===== src/rtl/updown_key_ctrl.sv =====
// Up/down key front end: 2-flop sync, per-key debounce, press arbitration with lockout.
// Optional auto-repeat when UPDOWN_KEY_AUTO_REPEAT_EN is defined.
`timescale 1ns/1ps
module updown_key_ctrl #(
  parameter int DEBOUNCE      = 15,
  parameter int DB_W          = 8,
  parameter int REPEAT_DELAY  = 200,
  parameter int REPEAT_PERIOD = 50
) (
  input  logic       clk,
  input  logic       reset,
  input  logic       key_up,
  input  logic       key_down,
  output logic       M,
  output logic       step,
  output logic [1:0] key_state,
  output logic [1:0] state_dbg
);

  // Handshake: none; step is a one-cycle strobe, M is valid whenever step is high.

  if (DEBOUNCE < 1 || DEBOUNCE > 255 || DEBOUNCE >= (1 << DB_W) ||
      REPEAT_DELAY < 1 || REPEAT_PERIOD < 1) begin : g_param_check
    $error("updown_key_ctrl: illegal parameter value");
  end

  typedef enum logic [1:0] {
    IDLE      = 2'd0,
    UP_HELD   = 2'd1,
    DOWN_HELD = 2'd2
  } state_t;

  // Bit 0 = up key, bit 1 = down key throughout.
  logic [1:0]      sync1_q, sync1_d;
  logic [1:0]      sync2_q, sync2_d;
  logic [1:0]      stable_q, stable_d;
  logic [1:0]      prev_q, prev_d;
  logic [DB_W-1:0] db_cnt_q [2];
  logic [DB_W-1:0] db_cnt_d [2];
  logic [1:0]      press;

  state_t state_q;
  logic   m_q;
  logic   step_q;

  always_comb begin
    sync1_d  = {key_down, key_up};
    sync2_d  = sync1_q;
    prev_d   = stable_q;
    stable_d = stable_q;
    db_cnt_d = db_cnt_q;
    for (int i = 0; i < 2; i++) begin
      if (sync2_q[i] == stable_q[i]) begin
        db_cnt_d[i] = '0;
      end else if (db_cnt_q[i] == DB_W'(DEBOUNCE - 1)) begin
        stable_d[i] = ~stable_q[i];
        db_cnt_d[i] = '0;
      end else begin
        db_cnt_d[i] = db_cnt_q[i] + 1'b1;
      end
    end
  end

  always_ff @(posedge clk or negedge reset) begin
    if (!reset) begin
      sync1_q     <= '0;
      sync2_q     <= '0;
      stable_q    <= '0;
      prev_q      <= '0;
      db_cnt_q[0] <= '0;
      db_cnt_q[1] <= '0;
    end else begin
      sync1_q     <= sync1_d;
      sync2_q     <= sync2_d;
      stable_q    <= stable_d;
      prev_q      <= prev_d;
      db_cnt_q[0] <= db_cnt_d[0];
      db_cnt_q[1] <= db_cnt_d[1];
    end
  end

  assign press = stable_q & ~prev_q;

`ifdef UPDOWN_KEY_AUTO_REPEAT_EN
  localparam int REP_W = 16;
  logic [REP_W-1:0] rep_cnt_q;
  logic             rep_first_q;
  logic             rep_fire;

  // First repeat waits REPEAT_DELAY after the initial step, later ones REPEAT_PERIOD.
  assign rep_fire = rep_first_q ? (rep_cnt_q == REP_W'(REPEAT_DELAY - 1))
                                : (rep_cnt_q == REP_W'(REPEAT_PERIOD - 1));
`endif

  always_ff @(posedge clk or negedge reset) begin
    if (!reset) begin
      state_q     <= IDLE;
      m_q         <= 1'b0;
      step_q      <= 1'b0;
`ifdef UPDOWN_KEY_AUTO_REPEAT_EN
      rep_cnt_q   <= '0;
      rep_first_q <= 1'b1;
`endif
    end else begin
      step_q <= 1'b0;
      case (state_q)
        IDLE: begin
`ifdef UPDOWN_KEY_AUTO_REPEAT_EN
          rep_cnt_q   <= '0;
          rep_first_q <= 1'b1;
`endif
          if (press[0] && !press[1]) begin
            state_q <= UP_HELD;
            m_q     <= 1'b0;
            step_q  <= 1'b1;
          end else if (press[1] && !press[0]) begin
            state_q <= DOWN_HELD;
            m_q     <= 1'b1;
            step_q  <= 1'b1;
          end
        end
        UP_HELD: begin
          if (!stable_q[0]) begin
            state_q <= IDLE;
`ifdef UPDOWN_KEY_AUTO_REPEAT_EN
            rep_cnt_q   <= '0;
            rep_first_q <= 1'b1;
          end else if (rep_fire) begin
            step_q      <= 1'b1;
            rep_cnt_q   <= '0;
            rep_first_q <= 1'b0;
          end else begin
            rep_cnt_q <= rep_cnt_q + 1'b1;
`endif
          end
        end
        DOWN_HELD: begin
          if (!stable_q[1]) begin
            state_q <= IDLE;
`ifdef UPDOWN_KEY_AUTO_REPEAT_EN
            rep_cnt_q   <= '0;
            rep_first_q <= 1'b1;
          end else if (rep_fire) begin
            step_q      <= 1'b1;
            rep_cnt_q   <= '0;
            rep_first_q <= 1'b0;
          end else begin
            rep_cnt_q <= rep_cnt_q + 1'b1;
`endif
          end
        end
        default: state_q <= IDLE;
      endcase
    end
  end

  assign M         = m_q;
  assign step      = step_q;
  assign key_state = stable_q;
  assign state_dbg = state_q;

endmodule


===== config.mk =====
export PLATFORM = sky130hd
export DESIGN_NAME = updown_key_ctrl
export DESIGN_NICKNAME = d
export VERILOG_FILES = /design/src/rtl/updown_key_ctrl.sv
export SDC_FILE = /design/constraint.sdc
export NUM_CORES = 1
export LEC_CHECK = 0
export ABC_AREA = 0
export CELL_PAD_IN_SITES_DETAIL_PLACEMENT = 1
export CELL_PAD_IN_SITES_GLOBAL_PLACEMENT = 1
export CORE_ASPECT_RATIO = 0.8
export CORE_MARGIN = 2
export CORE_UTILIZATION = 35
export CTS_CLUSTER_SIZE = 25
export DETAILED_ROUTE_END_ITERATION = 12
export GPL_ROUTABILITY_DRIVEN = 1
export PLACE_DENSITY_LB_ADDON = 0.1
export SYNTH_ARGS = -nofsm -noshare
export SYNTH_HDL_FRONTEND = slang
export SYNTH_SLANG_ARGS = --single-unit

===== constraint.sdc =====
create_clock -name clk -period 1.51 [get_ports clk]
set_clock_uncertainty 0.05 [all_clocks]
set_input_delay 0.302 -clock clk [delete_from_list [all_inputs] [get_ports clk]]
set_output_delay 0.302 -clock clk [all_outputs]
set_load 0.01 [all_outputs]

==> impl_metrics.tcl <==
set metrics [dict create \
    outcome "finished with violations" \
    failed_checks "setup timing" \
    port-buffer-count 9 \
    post-synth-top-count-cell "sky130_fd_sc_hd__dfrtp_1" \
    share_of_flip_flops_with_an_asynchronous_set_or_reset_after_synthesis 1.00 \
    ys_seq_elements 28 \
    core_area_um2 3420 \
    yosysSeqAreaShare 0.564 \
    synth.area.mux_share 0.0342 \
    power.static_leakage_nw 0.801 \
    startpoint_type "flop" \
    post-place-cells 167 \
    clock_tree.root_cell "sky130_fd_sc_hd__clkbuf_8" \
    family_of_cells_with_the_greatest_summed_delay_on_the_critical_path "buffers and inverters" \
    timing_worst_slew_pin_value_ns 0.277 \
    synth.avg_cell_area_um2 11.8 \
    postSynthCellCount 105 \
    hold-path-endpoint "sync2_q[0]$_DFF_PN0_" \
    critPathArrivalTime_ns 1.63 \
    synthDistinctLibCells 24 \
    timing.final.ws_setup_ns -0.00574 \
    io_pins 10 \
    grt-ovfl-total 0 \
    peakVddDrop_mv 0.577 \
    synth-compound-area-share 0.102 \
    worstHoldPathCells 0 \
    layout_min_cycle_time_ns 1.52 \
    synth-main-ff-cell "sky130_fd_sc_hd__dfrtp_1" \
    r2r_slack_ns -0.006 \
    syn_to_final_growth_pct 31.3 \
    slew_headroom 0.816 \
    detail-route-antenna-nets 0 \
    crit_chain "inv_1 -> ha_1 -> nand4b_1 -> buf_4 -> o41ai_4 -> buf_4 -> nor2_1" \
    floorplan.die.height_um 57.3 \
    first_global_vias 965 \
    overall_routing_resource_usage 0.142 \
    clock-sinks 28 \
    achievable-frequency_ghz 0.660 \
    synth_top_area_cell "sky130_fd_sc_hd__dfrtp_1" \
    count_of_placed_standard_cells_in_the_final_layout_fillers_left_out 176 \
    routed-via-count 862 \
    first_pass_grt_wire_length_um 4530 \
    num-fill-cells 368 \
    criticalPathCategory "flop to flop" \
    num_antenna_cells 0 \
    required_ns 1.63 \
    grt_antenna_before_repair 0 \
    buffer_depth_of_the_longest_clock_path 2 \
    cts_tree "built" \
    cts.clk_slew.worst_paths_ns 0.09 \
    cp.buffers_inverters 3 \
    design.die.area_um2 4050 \
    crit_path_max_incr_delay_ns 0.39 \
    crit_path_top_delay_cell "sky130_fd_sc_hd__dfrtp_1" \
    latest_clock_arrival_within_the_worst_skew_pair_ns 0.27 \
    r2r_end "db_cnt_q[2]$_DFF_PN0_" \
    drt_pre_antenna_iters 4 \
    avg_wl_per_cell_um 14.8 \
    hold_viol 0 \
    num_rows 19 \
    detailedPlacementHpwl_um 1780 \
    detail_route.iter0.violations 33 \
    max_cap_viol_count 0 \
    combinational_family_with_the_most_area_after_synthesis "simple AND/OR/NAND/NOR gates" \
    floorplan.initialDensity 0.363 \
    grt_setup_unrepaired "yes" \
    min-delay-start "sync1_q[0]$_DFF_PN0_" \
    fin_crit_sh 1.00 \
    post_synth_and_or_nand_nor_area_fraction 0.162 \
    path_common_cell "sky130_fd_sc_hd__buf_4" \
    synth-xor-area-share 0.0564 \
    synth_fp_nets 115 \
    drive_above_1_share 0.246 \
    timing.critical_path.fanout_max 5 \
    grt_start_max_net_pins 29 \
    worst_hold_path_type "flop to flop" \
    totalPowerFinal_mw 1.50 \
    r2r_start "db_cnt_q[0]$_DFF_PN0_" \
    route.final.wire_length_um 2600 \
    synth_commonest_cells "sky130_fd_sc_hd__dfrtp_1 (28), sky130_fd_sc_hd__nor2_1 (13), sky130_fd_sc_hd__inv_1 (7), sky130_fd_sc_hd__nand3_1 (7)" \
    power.density_nw_per_um2 919 \
    die_w_um 70.6 \
    gpl.final_weighted_congestion 0.751 \
    cts_buffers 3 \
    final_net_count 145 \
    final-max-slew-violation-count 0 \
    via_per_inst 4.90 \
    synth.area.top_cells "sky130_fd_sc_hd__dfrtp_1 (56%), sky130_fd_sc_hd__ha_1 (6.0%), sky130_fd_sc_hd__o41ai_4 (4.4%)" \
    synth_top_area_share 0.564 \
    holdBufCountCts 0 \
    yosys_warnings 0 \
    synth_edf_count 0 \
    detail_route.drc_violations 0 \
    rr_worst_depth 7 \
    synth_fa_ha_area_frac 0.0604 \
    cts_max_level 1 \
    cp-end-kind "flop" \
    cell_area_after_technology_mapping_um2 1240 \
    final-setup-viol-count 4 \
]
-- cells in the final DEF (no fill, tap or decap), drive strengths merged --
cell type,instances
nor2,13
mux2,2
xnor2,3
nand2b,1
dfrtp,28
nor2b,1
a22oi,1
nand2,2
o21ai,6
nand4b,2
xor2,5
o41ai,2
inv,7
nor3,1
or3,6
a21oi,6
clkbuf,3
bufinv,1
mux2i,2
clkdlybuf4s50,3
nand3,7
buf,16
ha,6
dlymetal6s2s,1
nand4,2
nor4,2
dlygate4sd2,5
-- sequential cells by signal, summed over array words and instances (netlist names) --
| name | count |
|---|---|
| sync1_q | 2 |
| sync2_q | 2 |
| prev_q | 2 |
| key_state | 2 |
| step | 1 |
| db_cnt_q | 16 |
| state_dbg | 2 |
| M | 1 |
-- power by group --
group | total [mW] | internal (mW) | leakage (nW) | switching (mW)
logic | 0.125 | 0.0626 | 0.391 | 0.0619
clock network | 0.586 | 0.355 | 0.0357 | 0.231
registers | 0.789 | 0.770 | 0.375 | 0.0181
total | 1.50 | 1.19 | 0.801 | 0.311
-- what timing repair did --
action,4_1_cts,5_1_grt
pin swaps,1,1
buffers inserted,4,1
endpoints found under the setup margin,7,16
gates resized for setup,9,6
-- stage by stage --
stage | setup TNS, ns | utilization | setup slack (ns) | instance area (µm²) | hold slack [ns]
floorplan | 0 | - | 0.0335 | 1240 | -0.0436
global placement | 0 | 0.432 | 0.0366 | 1480 | 0.285
detailed placement | -0.0253 | 0.432 | -0.0253 | 1480 | 0.286
CTS | -0.0413 | 0.466 | -0.0167 | 1600 | 0.313
global route | -1.27 | 0.477 | -0.153 | 1630 | 0.336
finish | -0.0166 | 0.477 | -0.00574 | 1630 | 0.311
-- logic make-up after synthesis --
logic type	count (synthesis)
simple gates	37
fa+ha+maj	6
compound gates	15
flops	28
buf+inv	7
mux	4
xor+xnor	8
-- layer usage --
layer / vias to the layer above / GRT usage / routed length, µm
li1: 421 / - / -
met1: 430 / 0.186 / 1270
met2: 9 / 0.243 / 1240
met3: 2 / 0.0371 / 71
met4: 0 / 0.0243 / 20
met5: - / 0 / 0
-- worst max-delay path by stage --
| stage | startpoint | endpoint | slack, ns | cells past startpoint |
|---|---|---|---|---|
| floorplan | db_cnt_q[0]$_DFF_PN0_ | key_state[1]$_DFFE_PN0P_ | 0.03 | 5 |
| global placement | db_cnt_q[0]$_DFF_PN0_ | key_state[1]$_DFFE_PN0P_ | 0.04 | 5 |
| detailed placement | db_cnt_q[0]$_DFF_PN0_ | key_state[1]$_DFFE_PN0P_ | -0.03 | 5 |
| CTS | db_cnt_q[0]$_DFF_PN0_ | key_state[1]$_DFFE_PN0P_ | -0.02 | 5 |
| global route | db_cnt_q[0]$_DFF_PN0_ | db_cnt_q[2]$_DFF_PN0_ | -0.15 | 7 |
| finish | db_cnt_q[0]$_DFF_PN0_ | db_cnt_q[2]$_DFF_PN0_ | -0.006 | 7 |
-- area by class of cell --
cell class	instances	area, µm²	area share
inverters	7	26.3	0.0161
well taps	42	52.6	0.0322
multi-input cells	70	561	0.344
clock inverters	1	30.0	0.0184
repair buffers	25	219	0.134
flip-flops and latches	28	702	0.430
clock buffers	3	41.3	0.0253
(Power assumes the default switching activity.)
==> RTL edit, RTL diff (config.mk and constraints unchanged) <==
The option `UPDOWN_KEY_AUTO_REPEAT_EN` is turned on by a define.
--- a/src/rtl/updown_key_ctrl.sv
+++ b/src/rtl/updown_key_ctrl.sv
@@ -2,4 +2,6 @@
 // Optional auto-repeat when UPDOWN_KEY_AUTO_REPEAT_EN is defined.
 `timescale 1ns/1ps
+`define UPDOWN_KEY_AUTO_REPEAT_EN
+
 module updown_key_ctrl #(
   parameter int DEBOUNCE      = 15,
Formal check against the unedited RTL: no difference found for any inputs over 10 cycles, from zero or initial values and one cycle with reset low; that may be too few to reach the edited logic, so the function may still have changed.
==> RTL edit against the unedited design <==
The flow still finishes with violations (setup timing). Sequential share of layout area decreased by 8.9 points. Sequential power increased by 60%. Cell area increased by 100%. Routed wire length increased by 130%. Count of clock-buffer cells in the layout increased by 2. Global-route usage increased by 3.3 points. Total power increased by 68%. Sequential cell count increased by 17. Setup slack got worse by 0.22 ns. Fmax decreased by 13%. Synthesized area increased by 84%. Critical path type unchanged. Largest power group unchanged. Highest routed layer unchanged.
==> RTL edit: results (changes against the unedited design) <==
outcome finished, violations left (unchanged); failing checks setup timing (unchanged); maximum number of pins on one net before global-route repair 46 (was 29); CTS HTree Levels 2 (was 1); main area contributors after synthesis sky130_fd_sc_hd__dfrtp_1, sky130_fd_sc_hd__xor2_1, sky130_fd_sc_hd__ha_1 (was sky130_fd_sc_hd__dfrtp_1, sky130_fd_sc_hd__ha_1, sky130_fd_sc_hd__o41ai_4); final-report setup violation count 19 (was 4); vias post-DR 1,916 (was 862); Leak Pwr 1.50 nW (was 0.801 nW); switching power 0.000552 W (was 0.000311 W); destination of the critical timing path rep_cnt_q[10]$_DFFE_PN0P_ (was db_cnt_q[2]$_DFF_PN0_); Critical R2R Launch state_dbg[0]$_DFFE_PN0P_ (was db_cnt_q[0]$_DFF_PN0_); final setup TNS -3.24 ns (was -0.0166 ns); area post-placement 0.00288 mm² (was 0.00148 mm²); met1 Resource Use GR 27.0% (was 18.6%); total routing usage reported by global routing 17.5% (was 14.2%); endpoint of the worst hold path sync2_q[1]$_DFF_PN0_ (was sync2_q[0]$_DFF_PN0_); highest-delay cell along the critical path sky130_fd_sc_hd__dfrtp_2 (was sky130_fd_sc_hd__dfrtp_1); worst vdd ir 0.000410 V (was 0.000577 V); post-placement worst setup slack -0.354 ns (was -0.0253 ns); final setup margin -0.229 ns (was -0.00574 ns); synthesized-area fraction occupied by ao, oa, aoi and oai cells 6.72% (was 10.2%); leading post-synthesis cells by instance count sky130_fd_sc_hd__dfrtp_1, sky130_fd_sc_hd__nand2_1, sky130_fd_sc_hd__nor2_1 (was sky130_fd_sc_hd__dfrtp_1, sky130_fd_sc_hd__nor2_1, sky130_fd_sc_hd__inv_1, sky130_fd_sc_hd__nand3_1); global routing met3 resource utilization 3.86% (was 3.71%); met2 layer usage reported by global route 25.0% (was 24.3%); non-filler instance count after layout 383 (was 176); arrival time worst endpoint 1.88 ns (was 1.63 ns); Skew-Pair Late Insertion Delay 0.30 ns (was 0.27 ns); post-synthesis sequential area ratio 49.3% (was 56.4%); synthesized netlist net count 247 (was 115); DRC violation total after the first TritonRoute iteration 76 (was 33); fraction of final layout cells with drive strength greater than 1 39.1% (was 24.6%); max_slew headroom 76.8% (was 81.6%); proportion of synthesized area in mux cells 1.48% (was 3.42%); part of the power in the clock network 44.2% (was 39.1%); syn_area_per_cell 9.82 µm² (was 11.8 µm²); power share of the combinational group 5.9% (was 8.3%); global-route wire length before repair 9.89 mm (was 4.53 mm)
[RTL edit: cell count changes after synthesis, sizes merged, moves of 4 or more]
cell    before  now
and3         0    5
clkbuf       0    6
dfrtp       28   44
ha           6   10
nand2        2   27
nand2b       1    5
nand3        7   17
nand4        2   11
nor2        13   26
or4          0    5
xor2         5   16
[RTL edit: what timing repair did]
action                                  CTS  global route
endpoints found under the hold margin    44             0
pin swaps                                13            12
hold buffers                              1             0
endpoints found under the setup margin   26            22
setup buffers                             6             1
gates resized for setup                  44            19
[RTL edit: critical path, delay by kind of cell (launching register included)]
kind / cells / cell delay, ns
compound gates: 3 / 0.44
flops: 1 / 0.46
fa+ha+maj: 1 / 0.16
simple gates: 2 / 0.37
buf+inv: 1 / 0.14
[RTL edit: final cells by class]
cell class	count	area, µm²
repair buffers	66	558
well taps	84	105
inverters	6	22.5
flip-flops and latches	45	1130
fillers	695	3030
clock inverters	3	68.8
clock buffers	5	68.8
multi-input cells	174	1360
